===== src/rtl/ram_arbiter.sv =====
// Two-requester round-robin arbiter/sequencer for a pipelined single-port block RAM.
// Optional parity checking of read data is enabled by defining RAM_PARITY_CHECK_EN.
module ram_arbiter #(
    parameter int unsigned MEM_WIDTH = 16,
    parameter int unsigned ADDR_SIZE = 10
) (
    input  logic                 clk,
    input  logic                 rst,
    input  logic                 req_valid_0,
    input  logic                 req_write_0,
    input  logic [ADDR_SIZE-1:0] req_addr_0,
    input  logic [MEM_WIDTH-1:0] req_wdata_0,
    input  logic                 req_valid_1,
    input  logic                 req_write_1,
    input  logic [ADDR_SIZE-1:0] req_addr_1,
    input  logic [MEM_WIDTH-1:0] req_wdata_1,
    output logic                 req_ready_0,
    output logic                 req_ready_1,
    output logic                 rsp_valid_0,
    output logic                 rsp_valid_1,
    output logic [MEM_WIDTH-1:0] rsp_rdata,
    output logic                 rsp_err,
    output logic                 busy,
    output logic [ADDR_SIZE-1:0] ram_addr,
    output logic [MEM_WIDTH-1:0] ram_din,
    output logic                 ram_wr_en,
    output logic                 ram_rd_en,
    output logic                 ram_blk_select,
    output logic                 ram_addr_en,
    output logic                 ram_dout_en,
    input  logic [MEM_WIDTH-1:0] ram_dout,
    input  logic                 ram_parity_out
);

    typedef enum logic [2:0] {
        StIdle,
        StAddr,
        StWrite,
        StRead,
        StDout,
        StCapt
    } state_e;

    state_e                state_q, state_d;
    logic                  last_q, last_d;
    logic                  we_q, we_d;
    logic [ADDR_SIZE-1:0]  addr_q, addr_d;
    logic [MEM_WIDTH-1:0]  din_q, din_d;
    logic                  rsp_valid_0_q, rsp_valid_0_d;
    logic                  rsp_valid_1_q, rsp_valid_1_d;
    logic [MEM_WIDTH-1:0]  rdata_q, rdata_d;
    logic                  grant_0, grant_1, accept;

    // State register and datapath flops
    always_ff @(posedge clk) begin
        if (rst) begin
            state_q       <= StIdle;
            last_q        <= 1'b1;
            we_q          <= 1'b0;
            addr_q        <= '0;
            din_q         <= '0;
            rsp_valid_0_q <= 1'b0;
            rsp_valid_1_q <= 1'b0;
            rdata_q       <= '0;
        end else begin
            state_q       <= state_d;
            last_q        <= last_d;
            we_q          <= we_d;
            addr_q        <= addr_d;
            din_q         <= din_d;
            rsp_valid_0_q <= rsp_valid_0_d;
            rsp_valid_1_q <= rsp_valid_1_d;
            rdata_q       <= rdata_d;
        end
    end

    // On a tie the requester that did not win last time is granted
    always_comb begin
        grant_0 = 1'b0;
        grant_1 = 1'b0;
        if (state_q == StIdle) begin
            if (req_valid_0 && req_valid_1) begin
                grant_0 = last_q;
                grant_1 = ~last_q;
            end else begin
                grant_0 = req_valid_0;
                grant_1 = req_valid_1;
            end
        end
        accept = grant_0 | grant_1;
    end

    always_comb begin
        state_d = state_q;
        unique case (state_q)
            StIdle:  if (accept) state_d = StAddr;
            StAddr:  state_d = we_q ? StWrite : StRead;
            StWrite: state_d = StIdle;
            StRead:  state_d = StDout;
            StDout:  state_d = StCapt;
            StCapt:  state_d = StIdle;
            default: state_d = StIdle;
        endcase
    end

    always_comb begin
        ram_addr_en    = 1'b0;
        ram_blk_select = 1'b0;
        ram_wr_en      = 1'b0;
        ram_rd_en      = 1'b0;
        ram_dout_en    = 1'b0;
        unique case (state_q)
            StAddr: ram_addr_en = 1'b1;
            StWrite: begin
                ram_addr_en    = 1'b1;
                ram_blk_select = 1'b1;
                ram_wr_en      = 1'b1;
            end
            StRead: begin
                ram_blk_select = 1'b1;
                ram_rd_en      = 1'b1;
            end
            StDout:  ram_dout_en = 1'b1;
            default: ;
        endcase
    end

    // last_q doubles as the owner of the in-flight transaction
    always_comb begin
        last_d        = last_q;
        we_d          = we_q;
        addr_d        = addr_q;
        din_d         = din_q;
        rsp_valid_0_d = 1'b0;
        rsp_valid_1_d = 1'b0;
        rdata_d       = rdata_q;
        if (accept) begin
            last_d = grant_1;
            we_d   = grant_1 ? req_write_1 : req_write_0;
            addr_d = grant_1 ? req_addr_1  : req_addr_0;
            din_d  = grant_1 ? req_wdata_1 : req_wdata_0;
        end
        if (state_q == StWrite || state_q == StCapt) begin
            rsp_valid_0_d = ~last_q;
            rsp_valid_1_d = last_q;
        end
        if (state_q == StCapt) begin
            rdata_d = ram_dout;
        end
    end

`ifdef RAM_PARITY_CHECK_EN
    logic err_q, err_d;

    always_ff @(posedge clk) begin
        if (rst) begin
            err_q <= 1'b0;
        end else begin
            err_q <= err_d;
        end
    end

    always_comb begin
        err_d = err_q;
        if (state_q == StWrite) begin
            err_d = 1'b0;
        end else if (state_q == StCapt) begin
            err_d = (^ram_dout) != ram_parity_out;
        end
    end

    assign rsp_err = err_q;
`else
    logic unused_parity;
    assign unused_parity = ram_parity_out;
    assign rsp_err       = 1'b0;
`endif

    assign req_ready_0 = grant_0;
    assign req_ready_1 = grant_1;
    assign rsp_valid_0 = rsp_valid_0_q;
    assign rsp_valid_1 = rsp_valid_1_q;
    assign rsp_rdata   = rdata_q;
    assign busy        = (state_q != StIdle);
    assign ram_addr    = addr_q;
    assign ram_din     = din_q;

endmodule


===== config.mk =====
export PLATFORM = sky130hd
export DESIGN_NAME = ram_arbiter
export DESIGN_NICKNAME = d
export VERILOG_FILES = /design/src/rtl/ram_arbiter.sv
export SDC_FILE = /design/constraint.sdc
export NUM_CORES = 1
export LEC_CHECK = 0
export ABC_CLOCK_PERIOD_IN_PS = 2700
export CAP_MARGIN = 25
export CORE_MARGIN = 2
export CORE_UTILIZATION = 40
export CTS_CLUSTER_DIAMETER = 30
export DETAILED_ROUTE_END_ITERATION = 7
export GPL_ROUTABILITY_DRIVEN = 0
export PLACE_DENSITY = 0.85
export SYNTH_ARGS = -nofsm -noshare
export SYNTH_HDL_FRONTEND = slang
export SYNTH_SLANG_ARGS = --single-unit

===== constraint.sdc =====
create_clock -name clk -period 2.7 [get_ports clk]
set_clock_uncertainty 0.1 [all_clocks]
set_input_delay 0.54 -clock clk [delete_from_list [all_inputs] [get_ports clk]]
set_output_delay 0.54 -clock clk [all_outputs]
set_load 0.02 [all_outputs]

## Yosys cells after proc, flatten, opt, wreduce, memory -nomap -nowiden

Cells that the tools add are included.

- Eq/ne operators: 6
- Mux-type cells: 15
- Bitwise operators: 3
- Reduce and logical (&&, ||, !) cells: 7

Operator list:

| operator | number |
|---|---|
| 2-to-1 mux 16 bit | 1 |
| one-hot mux 3 bit (4 select lines) | 1 |
| 2-to-1 mux 1 bit | 11 |
| 2-to-1 mux 10 bit | 1 |
| == test 3 x 2 -> 1 bit, second input constant | 2 |
| == test 3 bit, second input constant | 2 |
| OR reduction 2 bit | 3 |
| == test 3 x 1 -> 1 bit, second input constant | 1 |
| zero test 3 bit | 1 |
| 2-to-1 mux 3 bit | 1 |
| nonzero test 3 bit | 1 |
| != test 2 bit, second input constant | 1 |
| inverter 1 bit | 2 |
| logical AND 1 bit | 1 |
| logical OR 1 bit | 1 |
| OR 1 bit | 1 |

- Register bits: 49
- Output and inout bits: 53
- Logic and storage cells: 39

## Depth between registers and ports, before layout

- Word-level depth: 6
- Depth in mapped cells: 6
- Depth with buffers taken out: 4

## Worst setup path before layout

Ideal clock, no wire load.

- Path type: reg-to-output
- Start: register state_q[2]
- End: output req_ready_0
- Data arrival time: 1.172 ns
- Data required time: 2.060 ns
- Slack: 0.888 ns
- Cell stages (with the launch flop): 6
- Buffers on the path: 3
- Path through: dfxtp_1 -> buf_6 -> nor3_2 -> and3_1 -> buf_4 -> buf_2

- Cells in the longest elaborated chain, start to end: 2

Ends and longest elaborated chain:

| element | line | RTL |
|---|---|---|
| start: declaration | 44 | `state_e state_q, state_d;` |
| start signal: assignment | 57 | `state_q <= StIdle;` |
| start signal: assignment | 66 | `state_q <= state_d;` |
| zero test 3 bit | 81 | `if (state_q == StIdle) begin` |
| 2-to-1 mux 1 bit | 81 |  |
| end: declaration | 17 | `output logic req_ready_0,` |

No other way between the ends.

## Worst setup path after layout

- Start: input req_valid_1
- End: output req_ready_0

- Cells in the longest elaborated chain, start to end: 3

Ends and longest elaborated chain:

| element | line | RTL |
|---|---|---|
| start: declaration | 13 | `input logic req_valid_1,` |
| logical AND 1 bit | 82 | `if (req_valid_0 && req_valid_1) begin` |
| 2-to-1 mux 1 bit | 82 |  |
| 2-to-1 mux 1 bit | 81 |  |

No other way between the ends.

==> results.cfg <==
[run_status]
status = completed

[logic_synthesis]
synthCells = 254
synth_fp_nets = 329
yosysMostFrequentCell = inv_1
synth_cell_types = 26
yosys_warnings = 0
synthTopCellsByArea = dfxtp_1, a222oi_1, inv_1
ys_ff_latch = 49
ys_seq_area_share_pct = 45.3
syn_area_sq_mm = 0.00217
synth_top_area_cell = dfxtp_1
synth_ff_type = dfxtp_1
synth_edf_count = 0
syn_avg_cell_area_sq_um = 8.53
async_flop_share_pct = 0
yosysTopAreaCellShare_pct = 45.3
synth_common_cells = inv_1, dfxtp_1, nand2_1, nand2b_1, a222oi_1

[timing]
tns_ns = 0
whs_ns = 0.357
final_max_slew_viol_count = 0
worst_pin_slew_ns = 0.631
grt_setup_unrepaired = false
relSlewSlack_pct = 57.8
setup_viol = 0
fmax_mhz = 385
hold_viol = 0
min_period_ns = 2.60
fin_crit_sh_pct = 96.2

[routing]
wl_per_cell_um = 13.4
vias_per_cell = 4.89
ant_nets = 0
wirelength_um = 5890
drt_iter0_drc = 154
drc_errors = 0
vias = 2155
firstDrtPassIters = 7

[pwr]
power_density_mw_per_mm2 = 546
p_leak_nw = 1.44
sequentialPowerShare_pct = 45.4
switching_power_w = 0.000557
clock_power_share_pct = 22.1
power_frac_comb_pct = 32.5
power.internal_w = 0.00135
irDropWorstVdd_mv = 0.315
switching_share_pct = 29.2

[final_layout]
synthToLayoutAreaGrowth_pct = 61.2
diodes = 0
multi_input_area_sq_um = 835
stdcell_area_sq_mm = 0.00349
drive_gt1_share_pct = 4.04
register_area_sq_um = 981
nets = 446
fillCellCount = 431

[setup_path]
crit_path_start = req_valid_1
endpoint = req_ready_0
slowest_stage = clkdlybuf4s50_1
cp_cell_sequence = clkdlybuf4s50_1 > nand2b_1 > and3_1 > clkdlybuf4s50_1
critPathKind = in2out
required_ns = 2.06
rr_startpoint = state_q[0]
r2r_setup_slack_ns = 0.98
r2r_cells = 4
crit_top_cell = clkdlybuf4s50_1
max_stage_delay_ns = 0.61
crit_path_start_kind = input port
reg2reg_to = ram_din[9]
crit_path_end_kind = output port
cp_data_arrival_time_ns = 1.96
crit_path_max_fanout = 4

[hold_path]
hold_path_class = reg2reg

[floorplan]
rows = 26
dieArea_sq_mm = 0.00602
die_w_um = 77.6
ioPinCount = 128
core_area_sq_mm = 0.00517
start_util_pct = 41.9
die_height_um = 77.6

[clock_tree]
ctsHoldBuffers = 0
cts_sinks = 49
cts_made_buffers = 5
clk_pin_slew_ns = 0.08
cts_buffer_depth = 2
cts-root-buf = clkbuf_8
h-tree-depth = 2
clk-insertion-delay-late_ns = 0.28
cts_tree = built
cts-resized-gates = 0
postCtsSetupBuffers = 0

[global_routing]
grt_pass1_wl_um = 9610
antenna_found_initial = 0
overflow = 0
first_global_vias = 2084
grt_start_max_net_pins = 28
grtUsageTotal_pct = 19.6

[place]
hpwlAfterDp_um = 4250
dpl-instance-area_sq_mm = 0.00341
port_buffers = 125

[flow_run]
maxCapViolations = 0
metrics by stage:
stage	utilization, %	worst slack [ns]	instances	power, W
6_report	67.5	0.103	441	0.00191
5_1_grt	67.5	0.0483	441	0.00200
4_1_cts	67.5	0.0966	441	0.00193
3_5_place_dp	65.8	0.104	434	0.00150
3_3_place_gp	65.6	0.121	433	0.00148
2_1_floorplan	-	0.888	254	0.00119
power by group through the flow:
stage | Sequential [W] | Clock [W] | Combinational [W]
2_1_floorplan | 0.000962 | 0 | 0.000227
3_3_place_gp | 0.000878 | 0 | 0.000605
3_5_place_dp | 0.000882 | 0 | 0.000621
4_1_cts | 0.000865 | 0.000437 | 0.000624
5_1_grt | 0.000878 | 0.000464 | 0.000659
6_report | 0.000865 | 0.000422 | 0.000619
area by class of cell:
class | instances | area share [%]
clock buffer | 7 | 2.47
sequential | 49 | 28.1
tap | 70 | 2.51
timing repair buffer | 130 | 37.1
inverter | 55 | 5.91
multi-input combinational | 130 | 23.9
state kept, by name (all words and copies together), names as in the netlist:
name / count
last_q: 1
we_q: 1
rsp_rdata: 16
rsp_valid_0: 1
rsp_valid_1: 1
ram_din: 16
state_q: 3
ram_addr: 10
critical path, delay by kind of cell:
family / cells / cell delay, ns
and+or+nand+nor: 2 / 0.34
buffers and inverters: 2 / 1.08
cells in the final DEF (no fill, tap or decap), types with 2 or more instances in the layout:
cell type        instances
clkdlybuf4s50_1        125
inv_1                   55
dfxtp_1                 49
nand2_1                 34
nand2b_1                29
a222oi_1                27
a21oi_1                 16
clkbuf_8                 6
nor3_1                   4
buf_4                    4
nor3b_1                  3
nor2_1                   3
and3_1                   2
worst min path at each step:
stage | startpoint | to | slack, ns | cells past startpoint
finish | rsp_rdata[3] | rsp_rdata[3] | 0.36 | 2
global route | rsp_rdata[8] | rsp_rdata[8] | 0.38 | 2
CTS | rsp_rdata[8] | rsp_rdata[8] | 0.36 | 2
detailed placement | rsp_rdata[9] | rsp_rdata[9] | 0.35 | 2
global placement | rsp_rdata[9] | rsp_rdata[9] | 0.34 | 2
floorplan | last_q | rsp_valid_0 | 0.35 | 1
cell families after synthesis:
logic type / count (synthesis) / synth area share, %
flops: 49 / 45.3
buf+inv: 75 / 16.2
xor+xnor: 1 / 0.404
other cells: 1 / 0.173
simple gates: 81 / 20.1
compound gates: 47 / 17.9
routing by layer:
layer	up-vias	share of wire (%)	track usage, %	wire (um)
li1	1064	-	-	-
met1	1005	42	23.0	2460
met2	84	50	34.9	2970
met3	2	7.4	6.16	437
met4	0	0.39	3.93	23
met5	-	0	0	0
Power figures use the tool's default switching activity.
